--- config.mk ---
export PLATFORM = sky130hd
export DESIGN_NAME = id_ex_stage_flat
export DESIGN_NICKNAME = d
export VERILOG_FILES = /design/src/rtl/riscv_pkg.sv /design/src/rtl/id_ex_stage_if.sv /design/src/rtl/hazard_detect.sv /design/src/rtl/id_ex_stage.sv /design/src/flat_wrapper.sv
export SDC_FILE = /design/constraint.sdc
export NUM_CORES = 1
export LEC_CHECK = 0
export ABC_AREA = 1
export CAP_MARGIN = 20
export CORE_UTILIZATION = 35
export DETAILED_ROUTE_END_ITERATION = 10
export GPL_TIMING_DRIVEN = 1
export PLACE_DENSITY = 0.78
export SLEW_MARGIN = 30
export SYNTH_ARGS = -nofsm -noshare
export SYNTH_HDL_FRONTEND = slang
export SYNTH_SLANG_ARGS = --single-unit
--- constraint.sdc ---
create_clock -name clk -period 1.4 [get_ports clk]
set_clock_uncertainty 0.05 [all_clocks]
set_input_delay 0.42 -clock clk [delete_from_list [all_inputs] [get_ports clk]]
set_output_delay 0.42 -clock clk [all_outputs]
set_load 0.05 [all_outputs]
--- src/rtl/riscv_pkg.sv ---
// Shared RISC-V pipeline definitions: datapath width, ALUOp encodings and
// the decoded control bundle carried from ID into EX.
package riscv_pkg;

   localparam int XLEN_DEF = 32;

   typedef enum logic [1:0] {
      ALU_ADD   = 2'b00,
      ALU_SUB   = 2'b01,
      ALU_RTYPE = 2'b10
   } alu_op_e;

   // Any zeroed instance of this struct is architecturally inert.
   typedef struct packed {
      logic alu_src;
      logic mem_read;
      logic mem_write;
      logic reg_write;
      logic mem_to_reg;
      logic branch;
   } id_ex_ctrl_t;

endpackage

--- src/rtl/id_ex_stage_if.sv ---
// ID-side inputs and EX-side registered outputs of the ID/EX pipeline register.
interface id_ex_stage_if #(
   parameter int XLEN = riscv_pkg::XLEN_DEF
);
   logic            id_valid;
   logic [XLEN-1:0] id_pc, id_rd1, id_rd2, id_imm;
   logic [4:0]      id_rs1, id_rs2, id_rd;
   logic            id_uses_rs1, id_uses_rs2;
   logic [1:0]      id_alu_op;
   logic [6:0]      id_funct7;
   logic [2:0]      id_funct3;
   logic            id_alu_src, id_mem_read, id_mem_write;
   logic            id_reg_write, id_mem_to_reg, id_branch;
   logic            ex_flush;

   logic            ex_valid;
   logic [XLEN-1:0] ex_pc, ex_rd1, ex_rd2, ex_imm;
   logic [4:0]      ex_rs1, ex_rs2, ex_rd;
   logic            ex_uses_rs1, ex_uses_rs2;
   logic [1:0]      ex_alu_op;
   logic [6:0]      ex_funct7;
   logic [2:0]      ex_funct3;
   logic            ex_alu_src, ex_mem_read, ex_mem_write;
   logic            ex_reg_write, ex_mem_to_reg, ex_branch;
   logic            stall_id;
   logic [15:0]     stall_count;

   modport master (
      output id_valid, id_pc, id_rd1, id_rd2, id_imm, id_rs1, id_rs2, id_rd,
             id_uses_rs1, id_uses_rs2, id_alu_op, id_funct7, id_funct3,
             id_alu_src, id_mem_read, id_mem_write, id_reg_write,
             id_mem_to_reg, id_branch, ex_flush,
      input  ex_valid, ex_pc, ex_rd1, ex_rd2, ex_imm, ex_rs1, ex_rs2, ex_rd,
             ex_uses_rs1, ex_uses_rs2, ex_alu_op, ex_funct7, ex_funct3,
             ex_alu_src, ex_mem_read, ex_mem_write, ex_reg_write,
             ex_mem_to_reg, ex_branch, stall_id, stall_count
   );

   modport slave (
      input  id_valid, id_pc, id_rd1, id_rd2, id_imm, id_rs1, id_rs2, id_rd,
             id_uses_rs1, id_uses_rs2, id_alu_op, id_funct7, id_funct3,
             id_alu_src, id_mem_read, id_mem_write, id_reg_write,
             id_mem_to_reg, id_branch, ex_flush,
      output ex_valid, ex_pc, ex_rd1, ex_rd2, ex_imm, ex_rs1, ex_rs2, ex_rd,
             ex_uses_rs1, ex_uses_rs2, ex_alu_op, ex_funct7, ex_funct3,
             ex_alu_src, ex_mem_read, ex_mem_write, ex_reg_write,
             ex_mem_to_reg, ex_branch, stall_id, stall_count
   );

endinterface

--- src/rtl/hazard_detect.sv ---
// Load-use hazard detection between the instruction in ID and a load in EX.
module hazard_detect (
   input  logic       id_valid_i,
   input  logic       id_uses_rs1_i,
   input  logic       id_uses_rs2_i,
   input  logic [4:0] id_rs1_i,
   input  logic [4:0] id_rs2_i,
   input  logic       ex_valid_i,
   input  logic       ex_mem_read_i,
   input  logic [4:0] ex_rd_i,
   input  logic       ex_flush_i,
   output logic       stall_o
);
   logic src_match;
   logic hazard;

   // x0 is never a real producer, so a load targeting it cannot create a dependency.
   assign src_match = (id_uses_rs1_i && (id_rs1_i == ex_rd_i)) ||
                      (id_uses_rs2_i && (id_rs2_i == ex_rd_i));
   assign hazard    = id_valid_i && ex_valid_i && ex_mem_read_i &&
                      (ex_rd_i != 5'd0) && src_match;
   assign stall_o   = hazard && !ex_flush_i;

endmodule

--- src/rtl/id_ex_stage.sv ---
// ID/EX pipeline register with load-use bubble insertion, branch flush and a
// saturating count of inserted load-use bubbles.
module id_ex_stage
   import riscv_pkg::*;
#(
   parameter int XLEN = XLEN_DEF
) (
   input  logic          clk,
   input  logic          rst_n,
   id_ex_stage_if.slave  bus
);

   typedef struct packed {
      logic            valid;
      logic [XLEN-1:0] pc;
      logic [XLEN-1:0] rd1;
      logic [XLEN-1:0] rd2;
      logic [XLEN-1:0] imm;
      logic [4:0]      rs1;
      logic [4:0]      rs2;
      logic [4:0]      rd;
      logic            uses_rs1;
      logic            uses_rs2;
      alu_op_e         alu_op;
      logic [6:0]      funct7;
      logic [2:0]      funct3;
      id_ex_ctrl_t     ctrl;
   } ex_reg_t;

   ex_reg_t     ex_q, ex_d;
   id_ex_ctrl_t id_ctrl;
   logic [15:0] stall_cnt_q, stall_cnt_d;
   logic        stall;

   hazard_detect u_hazard (
      .id_valid_i    (bus.id_valid),
      .id_uses_rs1_i (bus.id_uses_rs1),
      .id_uses_rs2_i (bus.id_uses_rs2),
      .id_rs1_i      (bus.id_rs1),
      .id_rs2_i      (bus.id_rs2),
      .ex_valid_i    (ex_q.valid),
      .ex_mem_read_i (ex_q.ctrl.mem_read),
      .ex_rd_i       (ex_q.rd),
      .ex_flush_i    (bus.ex_flush),
      .stall_o       (stall)
   );

   // An empty ID slot must not carry live controls into EX.
   always_comb begin
      id_ctrl            = '0;
      id_ctrl.alu_src    = bus.id_alu_src;
      id_ctrl.mem_read   = bus.id_mem_read;
      id_ctrl.mem_write  = bus.id_mem_write;
      id_ctrl.reg_write  = bus.id_reg_write;
      id_ctrl.mem_to_reg = bus.id_mem_to_reg;
      id_ctrl.branch     = bus.id_branch;
      if (!bus.id_valid) id_ctrl = '0;
   end

   // Flush outranks stall; both load a fully zeroed bubble.
   always_comb begin
      ex_d          = '0;
      ex_d.valid    = bus.id_valid;
      ex_d.pc       = bus.id_pc;
      ex_d.rd1      = bus.id_rd1;
      ex_d.rd2      = bus.id_rd2;
      ex_d.imm      = bus.id_imm;
      ex_d.rs1      = bus.id_rs1;
      ex_d.rs2      = bus.id_rs2;
      ex_d.rd       = bus.id_rd;
      ex_d.uses_rs1 = bus.id_uses_rs1;
      ex_d.uses_rs2 = bus.id_uses_rs2;
      ex_d.alu_op   = alu_op_e'(bus.id_alu_op);
      ex_d.funct7   = bus.id_funct7;
      ex_d.funct3   = bus.id_funct3;
      ex_d.ctrl     = id_ctrl;
      if (bus.ex_flush || stall) ex_d = '0;
   end

   always_comb begin
      stall_cnt_d = stall_cnt_q;
      if (stall && (stall_cnt_q != 16'hFFFF)) stall_cnt_d = stall_cnt_q + 16'd1;
   end

   always_ff @(posedge clk or negedge rst_n) begin
      if (!rst_n) begin
         ex_q        <= '0;
         stall_cnt_q <= '0;
      end else begin
         ex_q        <= ex_d;
         stall_cnt_q <= stall_cnt_d;
      end
   end

   assign bus.ex_valid      = ex_q.valid;
   assign bus.ex_pc         = ex_q.pc;
   assign bus.ex_rd1        = ex_q.rd1;
   assign bus.ex_rd2        = ex_q.rd2;
   assign bus.ex_imm        = ex_q.imm;
   assign bus.ex_rs1        = ex_q.rs1;
   assign bus.ex_rs2        = ex_q.rs2;
   assign bus.ex_rd         = ex_q.rd;
   assign bus.ex_uses_rs1   = ex_q.uses_rs1;
   assign bus.ex_uses_rs2   = ex_q.uses_rs2;
   assign bus.ex_alu_op     = ex_q.alu_op;
   assign bus.ex_funct7     = ex_q.funct7;
   assign bus.ex_funct3     = ex_q.funct3;
   assign bus.ex_alu_src    = ex_q.ctrl.alu_src;
   assign bus.ex_mem_read   = ex_q.ctrl.mem_read;
   assign bus.ex_mem_write  = ex_q.ctrl.mem_write;
   assign bus.ex_reg_write  = ex_q.ctrl.reg_write;
   assign bus.ex_mem_to_reg = ex_q.ctrl.mem_to_reg;
   assign bus.ex_branch     = ex_q.ctrl.branch;
   assign bus.stall_id      = stall;
   assign bus.stall_count   = stall_cnt_q;

endmodule

--- src/flat_wrapper.sv ---
// flat-port wrapper written by rule: the top's interface ports become plain ports
module id_ex_stage_flat import riscv_pkg::*;
#(
   parameter int XLEN = XLEN_DEF
)
  (clk, rst_n, bus_id_valid, bus_id_pc, bus_id_rd1, bus_id_rd2, bus_id_imm, bus_id_rs1, bus_id_rs2, bus_id_rd, bus_id_uses_rs1, bus_id_uses_rs2, bus_id_alu_op, bus_id_funct7, bus_id_funct3, bus_id_alu_src, bus_id_mem_read, bus_id_mem_write, bus_id_reg_write, bus_id_mem_to_reg, bus_id_branch, bus_ex_flush, bus_ex_valid, bus_ex_pc, bus_ex_rd1, bus_ex_rd2, bus_ex_imm, bus_ex_rs1, bus_ex_rs2, bus_ex_rd, bus_ex_uses_rs1, bus_ex_uses_rs2, bus_ex_alu_op, bus_ex_funct7, bus_ex_funct3, bus_ex_alu_src, bus_ex_mem_read, bus_ex_mem_write, bus_ex_reg_write, bus_ex_mem_to_reg, bus_ex_branch, bus_stall_id, bus_stall_count);
  id_ex_stage_if #(.XLEN(XLEN)) bus_i ();
  input  logic clk;
  input  logic rst_n;
  input wire logic [$bits(bus_i.id_valid)-1:0] bus_id_valid;
  input wire logic [$bits(bus_i.id_pc)-1:0] bus_id_pc;
  input wire logic [$bits(bus_i.id_rd1)-1:0] bus_id_rd1;
  input wire logic [$bits(bus_i.id_rd2)-1:0] bus_id_rd2;
  input wire logic [$bits(bus_i.id_imm)-1:0] bus_id_imm;
  input wire logic [$bits(bus_i.id_rs1)-1:0] bus_id_rs1;
  input wire logic [$bits(bus_i.id_rs2)-1:0] bus_id_rs2;
  input wire logic [$bits(bus_i.id_rd)-1:0] bus_id_rd;
  input wire logic [$bits(bus_i.id_uses_rs1)-1:0] bus_id_uses_rs1;
  input wire logic [$bits(bus_i.id_uses_rs2)-1:0] bus_id_uses_rs2;
  input wire logic [$bits(bus_i.id_alu_op)-1:0] bus_id_alu_op;
  input wire logic [$bits(bus_i.id_funct7)-1:0] bus_id_funct7;
  input wire logic [$bits(bus_i.id_funct3)-1:0] bus_id_funct3;
  input wire logic [$bits(bus_i.id_alu_src)-1:0] bus_id_alu_src;
  input wire logic [$bits(bus_i.id_mem_read)-1:0] bus_id_mem_read;
  input wire logic [$bits(bus_i.id_mem_write)-1:0] bus_id_mem_write;
  input wire logic [$bits(bus_i.id_reg_write)-1:0] bus_id_reg_write;
  input wire logic [$bits(bus_i.id_mem_to_reg)-1:0] bus_id_mem_to_reg;
  input wire logic [$bits(bus_i.id_branch)-1:0] bus_id_branch;
  input wire logic [$bits(bus_i.ex_flush)-1:0] bus_ex_flush;
  output wire logic [$bits(bus_i.ex_valid)-1:0] bus_ex_valid;
  output wire logic [$bits(bus_i.ex_pc)-1:0] bus_ex_pc;
  output wire logic [$bits(bus_i.ex_rd1)-1:0] bus_ex_rd1;
  output wire logic [$bits(bus_i.ex_rd2)-1:0] bus_ex_rd2;
  output wire logic [$bits(bus_i.ex_imm)-1:0] bus_ex_imm;
  output wire logic [$bits(bus_i.ex_rs1)-1:0] bus_ex_rs1;
  output wire logic [$bits(bus_i.ex_rs2)-1:0] bus_ex_rs2;
  output wire logic [$bits(bus_i.ex_rd)-1:0] bus_ex_rd;
  output wire logic [$bits(bus_i.ex_uses_rs1)-1:0] bus_ex_uses_rs1;
  output wire logic [$bits(bus_i.ex_uses_rs2)-1:0] bus_ex_uses_rs2;
  output wire logic [$bits(bus_i.ex_alu_op)-1:0] bus_ex_alu_op;
  output wire logic [$bits(bus_i.ex_funct7)-1:0] bus_ex_funct7;
  output wire logic [$bits(bus_i.ex_funct3)-1:0] bus_ex_funct3;
  output wire logic [$bits(bus_i.ex_alu_src)-1:0] bus_ex_alu_src;
  output wire logic [$bits(bus_i.ex_mem_read)-1:0] bus_ex_mem_read;
  output wire logic [$bits(bus_i.ex_mem_write)-1:0] bus_ex_mem_write;
  output wire logic [$bits(bus_i.ex_reg_write)-1:0] bus_ex_reg_write;
  output wire logic [$bits(bus_i.ex_mem_to_reg)-1:0] bus_ex_mem_to_reg;
  output wire logic [$bits(bus_i.ex_branch)-1:0] bus_ex_branch;
  output wire logic [$bits(bus_i.stall_id)-1:0] bus_stall_id;
  output wire logic [$bits(bus_i.stall_count)-1:0] bus_stall_count;
  assign bus_i.id_valid = bus_id_valid;
  assign bus_i.id_pc = bus_id_pc;
  assign bus_i.id_rd1 = bus_id_rd1;
  assign bus_i.id_rd2 = bus_id_rd2;
  assign bus_i.id_imm = bus_id_imm;
  assign bus_i.id_rs1 = bus_id_rs1;
  assign bus_i.id_rs2 = bus_id_rs2;
  assign bus_i.id_rd = bus_id_rd;
  assign bus_i.id_uses_rs1 = bus_id_uses_rs1;
  assign bus_i.id_uses_rs2 = bus_id_uses_rs2;
  assign bus_i.id_alu_op = bus_id_alu_op;
  assign bus_i.id_funct7 = bus_id_funct7;
  assign bus_i.id_funct3 = bus_id_funct3;
  assign bus_i.id_alu_src = bus_id_alu_src;
  assign bus_i.id_mem_read = bus_id_mem_read;
  assign bus_i.id_mem_write = bus_id_mem_write;
  assign bus_i.id_reg_write = bus_id_reg_write;
  assign bus_i.id_mem_to_reg = bus_id_mem_to_reg;
  assign bus_i.id_branch = bus_id_branch;
  assign bus_i.ex_flush = bus_ex_flush;
  assign bus_ex_valid = bus_i.ex_valid;
  assign bus_ex_pc = bus_i.ex_pc;
  assign bus_ex_rd1 = bus_i.ex_rd1;
  assign bus_ex_rd2 = bus_i.ex_rd2;
  assign bus_ex_imm = bus_i.ex_imm;
  assign bus_ex_rs1 = bus_i.ex_rs1;
  assign bus_ex_rs2 = bus_i.ex_rs2;
  assign bus_ex_rd = bus_i.ex_rd;
  assign bus_ex_uses_rs1 = bus_i.ex_uses_rs1;
  assign bus_ex_uses_rs2 = bus_i.ex_uses_rs2;
  assign bus_ex_alu_op = bus_i.ex_alu_op;
  assign bus_ex_funct7 = bus_i.ex_funct7;
  assign bus_ex_funct3 = bus_i.ex_funct3;
  assign bus_ex_alu_src = bus_i.ex_alu_src;
  assign bus_ex_mem_read = bus_i.ex_mem_read;
  assign bus_ex_mem_write = bus_i.ex_mem_write;
  assign bus_ex_reg_write = bus_i.ex_reg_write;
  assign bus_ex_mem_to_reg = bus_i.ex_mem_to_reg;
  assign bus_ex_branch = bus_i.ex_branch;
  assign bus_stall_id = bus_i.stall_id;
  assign bus_stall_count = bus_i.stall_count;
  id_ex_stage #(.XLEN(XLEN)) u_core (.clk(clk), .rst_n(rst_n), .bus(bus_i));
endmodule
==> results of run 1 <==
==> per-stage QoR <==
step,setup slack [ns],hold WS [ns]
after floorplan,-0.3261,0.07441
after global placement,-0.7928,0.2947
after detailed placement,-0.8125,0.3017
after CTS,-0.8103,0.3504
after global routing,-0.9091,0.3509
final,-0.8318,0.3353
==> routing by layer <==
| layer | share of wire (%) | GRT usage (%) | vias up |
|---|---|---|---|
| met2 | 57 | 46.81 | 278 |
| met5 | 0 | 0 | - |
| li1 | - | - | 2884 |
| met4 | 3.8 | 11.93 | 0 |
| met3 | 5.1 | 5.747 | 69 |
| met1 | 35 | 26.81 | 3199 |
==> area by class of cell <==
type                    instances  area (sq um)
diodes                          2         5.005
clock buffers                  17         425.4
clock inverters                13         195.2
fillers                       821          2973
inverters                     174         656.9
multi-input cells             313          2238
flip-flops and latches        180          4532
well taps                     229         286.5
repair buffers                474          6897
==> where the power goes <==
| group | total [mW] | switching (mW) | internal (mW) |
|---|---|---|---|
| clock network | 5.24 | 2.22 | 3.01 |
| logic | 3.60 | 1.79 | 1.81 |
| registers | 5.66 | 0.220 | 5.44 |
| total | 14.5 | 4.23 | 10.3 |
==> worst max-delay path: cells and delay by family, from the launching register on <==
family          cells  cell delay (ns)
buf+inv             4             0.43
compound gates      1             0.20
flops               1             0.44
simple gates        2             0.26
==> synthesized netlist by cell type <==
cell type / count / share of area (%)
nand3_2: 1 / 0.15
inv_2: 5 / 0.28
buf_2: 11 / 0.83
dfrtp_1: 180 / 68
nand2_1: 94 / 5.3
nand4_1: 6 / 0.57
xnor2_1: 7 / 0.93
nor3_1: 4 / 0.30
ha_1: 1 / 0.19
o21bai_1: 1 / 0.11
nand3_1: 7 / 0.53
nand4_2: 1 / 0.19
nor2_4: 1 / 0.17
inv_1: 169 / 9.6
nand3b_1: 1 / 0.11
nand2_2: 1 / 0.095
xor2_1: 7 / 0.93
nor2_1: 181 / 10
buf_4: 10 / 1.1
==> kinds of logic after synthesis <==
family,Yosys count,synth area share [%]
DFF,180,68.22
and+or+nand+nor,297,17.76
AOI/OAI and AO/OA,1,0.1137
buffers and inverters,195,11.86
adders and majority gates,1,0.1895
xor gates and xnor gates,14,1.857
==> what timing repair did <==
| item | CTS | global route |
|---|---|---|
| resized for setup | 47 | 282 |
| buffers inserted | 36 | 15 |
| hold endpoints to repair | 23 | 0 |
| cloned | 8 | 11 |
| pin swaps | 8 | 9 |
| endpoints found under the setup margin | 361 | 361 |
| hold buffers | 1 | 0 |
==> worst max-delay path by stage <==
stage,slack (ns),depth (start not counted),to,start
final,-0.83,7,bus_stall_id,u_core.bus.ex_rd[2]
after CTS,-0.81,9,bus_stall_id,u_core.bus.ex_rd[2]
after detailed placement,-0.81,11,u_core.bus.ex_rd1[1],bus_id_rs2[4]
after floorplan,-0.33,6,bus_stall_id,u_core.bus.ex_rd[3]
after global routing,-0.91,7,bus_stall_id,u_core.bus.ex_rd[3]
after global placement,-0.79,10,bus_stall_id,bus_id_rs1[3]
==> run summary, run 1 <==
The first routing iteration left 245 violations. The worst setup path is launched from a flip-flop. The number of buffers on the longest clock path is 2.

The number of cells on the worst reg-to-reg path is 14. The signal on the critical path passes through inv_2 -> nand4_1 -> o21bai_2 -> inv_2 -> nand3_4 -> clkinvlp_4 -> buf_12. In the routed layout, each cell is associated on average with a via count of 4.586.

Share of the clock period used by the worst path: 159.4%. The end point of the most critical hold path was u_core.bus.ex_rs1[4]. The initial antenna violation count is 1.

Leaving out fill and tap cells, the most frequent cell in the layout is buf_12. Synthesis produced 688 cells. The clock insertion delay at the later pin of the skew report came out at 0.43 ns. The tightest min-delay check is of the input pin to flip-flop type. The highest cell delay on the worst timing path is 0.44 ns.

The pin count of the biggest net entering global routing was 36; the detailed-route DRC error count was 0. Area added between synthesis and finish: 130.8%. After global routing the overflow that remains totals 0.

The first global-routing pass estimated 36.54 mm of wire. Along the worst hold path, the cell count comes to 4. The per-cell routed wire length was 19.91 um; the number of cells in the finished layout apart from fillers was 1402. The placeable core region came out at 18210 sq um.

When the netlist entered floorplanning its net count stood at 856. The via count of the first global-routing pass is 6796. After detailed routing, the total wire length is 27.91 mm.

The logs give 6430 for the via count of the routed design and 68.22% for the proportion of synthesized chip area in sequential cells. The count of state elements after synthesis was 180; the biggest fanout along the worst timing path was 3. Summed over all failing endpoints, the final setup total negative slack is -126.59 ns. Total instance count after detailed placement: 1306. The number of endpoints with negative hold slack in the final report was 0; the required time at the worst-slack endpoint was 0.93 ns. Clock period minus worst slack: 2.232 ns.

The yosys synthesis warning count came out at 0. The startpoint identified for the worst hold timing path is bus_id_rs1[4]. The library cell contributing the largest single delay on the critical path is dfrtp_2. The full die area is 19420 sq um. The number of I/O port buffers is 347. For this design, the sink count on the clock tree is 180. Smallest setup slack after layout: -0.8318 ns. Final max-slew violation count: 0.

The overall power of the completed layout is 14.50 mW. Reg-to-reg critical path endpoint: u_core.bus.ex_pc[17]. STA puts the critical path data arrival time at 1.76 ns. The tools report the final standard cell utilization of the core as 83.67%. The run gives 4 as the H-tree depth reported by CTS. Max-cap violations in this run came to 0. After clock tree synthesis, the clock-pin slew on the worst setup and hold paths is 0.07 ns. In the final layout, the share of cells above drive strength 1 is 46.80%.

Setup repair after global routing could not meet its margin everywhere. The pre-antenna-repair detailed-routing pass consisted of 5 iterations. After synthesis the cells add up to 6603 sq um. Dividing total power by cell area gives a power density of 951.5 nW/um^2. Critical path endpoint category: an output pin. The number of endpoints failing setup at the final stage was 361; the final design area excluding fillers was 15240 sq um. Once detailed placement completed, the half-perimeter wirelength came to 16.46 mm. The run gives 448.1 MHz as the maximum frequency from static timing analysis.

The cell seen most often among critical-path stages is inv_2. In this run the tightest slew margin relative to its limit is 73.91%. Worst-margin pin slew: 0.3913 ns. Post-route antenna net violation count: 0. The total number of placement rows was 49. Measured along the y axis, the die boundary spans 139.4 um.

The logs give 0.8916 mV for the largest vdd supply drop and 7.365 nW for the reported leakage power. In the layout the commonest cells are 196 x buf_12, 165 x inv_1, 161 x clkdlybuf4s50_1. The tools report the reg-to-reg setup timing slack as -0.74 ns.

The number of I/O pins is 348. The average instance area after synthesis came out at 9.597 sq um. At the end of routability-driven placement, the weighted congestion stood at 0.8756. The flow ran to the end, but the final reports show violations. Clock tree synthesis inserted a total of 17 buffers.

The type of the setup path with the least slack was flip-flop to output pin. For this run, the total global-route usage over all layers was measured as 25.17%. The chip width works out to 139.4 um. The launching point of the worst reg2reg path is u_core.bus.ex_rd[0].

The logs give 12690 sq um for the total cell area at the placement stage and 1328 for the net count of the finished layout. TritonCTS built the clock tree. Once the floorplan was initialized, standard cells occupied 36.26% of the core. The final reports fail on negative setup slack. The count of cell types in the netlist came out at 19. The tree is rooted in a clkbuf_16.
Power figures use the tool's default switching activity.
==> run 2: changes to the inputs <==
REMOVE_ABC_BUFFERS = 1   (was not set)
==> run summary, run 2 (synthesized netlist as in run 1, its figures left out) <==
The run finished, with violations left. Failing checks: negative setup slack (unchanged). Required time at the worst-slack endpoint: 0.93 ns (about the same). The number of detailed-route iterations in the first pass is 4 (was 5). The tools report the number of max-cap violations as 0 (unchanged). The critical path endpoint category is an output pin (unchanged). Final max-slew violation count: 0 (unchanged). Pin count of the biggest net entering global routing: 43 (was 36). The run gives 30.03 mm (was 27.91 mm) as the final wirelength. The reg-to-reg setup timing slack is -0.68 ns (was -0.74 ns), and the final weighted congestion of routability-driven global placement is 0.8752 (was 0.8756). Most common library cell in the layout ignoring fill and taps: buf_12 (unchanged). The share of the clock period used by the worst path works out to 153.7% (was 159.4%). Violation count after the first detailed-route iteration: 338 (was 245). Setup repair after global routing could not meet its margin everywhere. The count of clock tree sinks is 180 (unchanged).

The maximum frequency from static timing analysis was 464.9 MHz (was 448.1 MHz). For the critical path data arrival time, the log shows 1.68 ns (was 1.76 ns). The biggest fanout along the worst timing path was 4 (was 3); the aggregate global-route resource usage was 24.77% (was 25.17%).

The tools report the total number of placement rows as 49 (unchanged). Commonest cells after routing, fill and taps aside: 199 x buf_12, 178 x dfrtp_1, 166 x inv_1 (was 196 x buf_12, 165 x inv_1, 161 x clkdlybuf4s50_1). The run gives 0 (unchanged) as the number of endpoints with negative hold slack in the final report.

Vertical die dimension: 139.4 um (unchanged). The worst-margin pin slew was 0.4120 ns (was 0.3913 ns). Worst min-delay path category: input pin to flip-flop (unchanged). The worst relative slew slack was 72.32% (was 73.91%); the number of I/O port buffers was 347 (unchanged). The tools report the initial antenna violation count as 1 (unchanged). The area added between synthesis and finish works out to 130.3% (was 130.8%).

The type of element launching the critical path is a flip-flop (unchanged). For the final HPWL from detailed placement, the log shows 16.26 mm (was 16.46 mm). The clock transition at the registers of the reported paths is 0.07 ns (about the same). The run gives 348 (unchanged) as the number of I/O pins. The placeable core region was 18210 sq um (unchanged); the met1 routing resource usage after global routing was 25.05% (was 26.81%). The clock root buffer is clkbuf_16 (unchanged). The worst setup path endpoint was bus_stall_id (unchanged). The worst-case reg-to-reg path depth is 12 (was 14). The clock insertion delay at the later pin of the skew report is 0.43 ns (about the same), and the via count of the first global-routing pass is 6612 (was 6796).

The tools report the global-route wire length before repair as 35.56 mm (was 36.54 mm). The via count of the routed design was 6678 (was 6430). The met2 track demand over resource in global routing is 45.23% (was 46.81%), and the post-route worst hold slack is 0.3519 ns (was 0.3353 ns).

Reg-to-reg critical path endpoint: u_core.bus.ex_rd1[18] (was u_core.bus.ex_pc[17]). The number of buffers on the longest clock path is 2 (unchanged). The launching point of the worst reg2reg path is u_core.bus.ex_rd[1] (was u_core.bus.ex_rd[0]). The tools report the start point of the critical path as u_core.bus.ex_rd[3] (was u_core.bus.ex_rd[2]).

The tools report the H-tree depth reported by CTS as 4 (unchanged). Power density over the cells: 951.6 nW/um^2 (was 951.5 nW/um^2). The tools report the clock buffer count from CTS as 17 (unchanged).

The tools report the number of endpoints failing setup at the final stage as 361 (unchanged). The logs give 0.9413 mV (was 0.8916 mV) for the largest vdd supply drop and 8.603% (was 5.747%) for the met3 track demand over resource. The most congested layer reported by global routing is met2 (unchanged). The filler cell count in the final layout was 786 (was 821); the per-cell routed wire length was 21.30 um (was 19.91 um).

The tools report the post-route antenna net violation count as 0 (unchanged). The smallest setup slack after layout came out at -0.7512 ns (was -0.8318 ns). The type of the setup path with the least slack was flip-flop to output pin (unchanged). For the net count of the finished layout, the log shows 1336 (was 1328).

The post-placement worst setup slack came out at -0.8549 ns (was -0.8125 ns). The run gives 0 (unchanged) as the detailed-route DRC error count. The chip width is 139.4 um (unchanged), and the final design area excluding fillers is 15200 sq um (was 15240 sq um).

TritonCTS built the clock tree. Average via count per standard cell: 4.736 (was 4.586). The total congestion overflow after global routing was 0 (unchanged); the proportion of layout cells with a drive suffix above 1 was 44.07% (was 46.80%). The tools report the total cell area at the placement stage as 12650 sq um (was 12690 sq um). For the full die area, the log shows 19420 sq um (unchanged). The clock period minus worst slack was 2.151 ns (was 2.232 ns); the starting density of the core was 36.26% (unchanged). The reported leakage power was 7.454 nW (was 7.365 nW).
[run 2: stage by stage]
step           utilization, %  instances  setup TNS [ns]  total power [mW]
2_1_floorplan               -        667         -445.08             6.782
3_3_place_gp            69.46       1309         -125.03             8.655
3_5_place_dp            69.46       1309         -144.13             8.725
4_1_cts                 75.98       1364          -82.85             14.07
5_1_grt                 83.50       1410         -133.52             14.87
6_report                83.50       1410         -113.40             14.47
[run 2: cell type report]
class	count	area [sq um]	area share, %
Timing Repair Buffer	479	6905	45.42
Tap cell	229	286.5	1.884
Inverter	174	653.1	4.296
Clock buffer	18	429.2	2.823
Clock inverter	13	196.4	1.292
Multi-Input combinational cell	316	2225	14.63
Antenna cell	1	2.502	0.01646
Sequential cell	180	4507	29.64
[run 2: timing repair]
action                     4_1_cts  5_1_grt
setup buffers                   11       44
hold endpoints to repair        20        0
pin swaps                        9       30
resized for setup               34      278
cloned                          12       11
hold buffers                     1        0
setup endpoints to repair      361      361
[run 2: how the worst min path moves through the flow]
| stage | startpoint | end | slack (ns) | cells after the start |
|---|---|---|---|---|
| after detailed placement | rst_n | u_core.bus.ex_branch | 0.28 | 1 |
| after global routing | bus_id_rs2[4] | u_core.bus.ex_rs2[4] | 0.34 | 4 |
| after global placement | rst_n | u_core.bus.ex_branch | 0.28 | 1 |
| after CTS | bus_id_rs1[0] | u_core.bus.ex_rs1[0] | 0.35 | 3 |
| after floorplan | rst_n | u_core.bus.ex_alu_op[0] | 0.07 | 0 |
| final | bus_id_rs2[4] | u_core.bus.ex_rs2[4] | 0.35 | 4 |
[run 2: power by group]
part	internal (mW)	total (mW)	switching, mW
combinational	1.77	3.56	1.79
clock	3.02	5.24	2.22
sequential	5.44	5.66	0.224
[run 2: critical path, stage by stage, from the launching register on]
cell and delay, ns:
dfrtp_1 0.42, inv_2 0.08, nand2_2 0.06, nand2_1 0.07, nor2_1 0.14, nand3_1 0.10
nand2_2 0.10, nand3_2 0.08, inv_2 0.08, buf_12 0.13
[run 2: routing by layer]
| metal | routed length (um) | vias to the layer above |
|---|---|---|
| met2 | 16890 | 350 |
| met5 | 0 | - |
| met1 | 9682 | 3322 |
| met4 | 1310 | 0 |
| met3 | 2148 | 102 |
| li1 | - | 2904 |
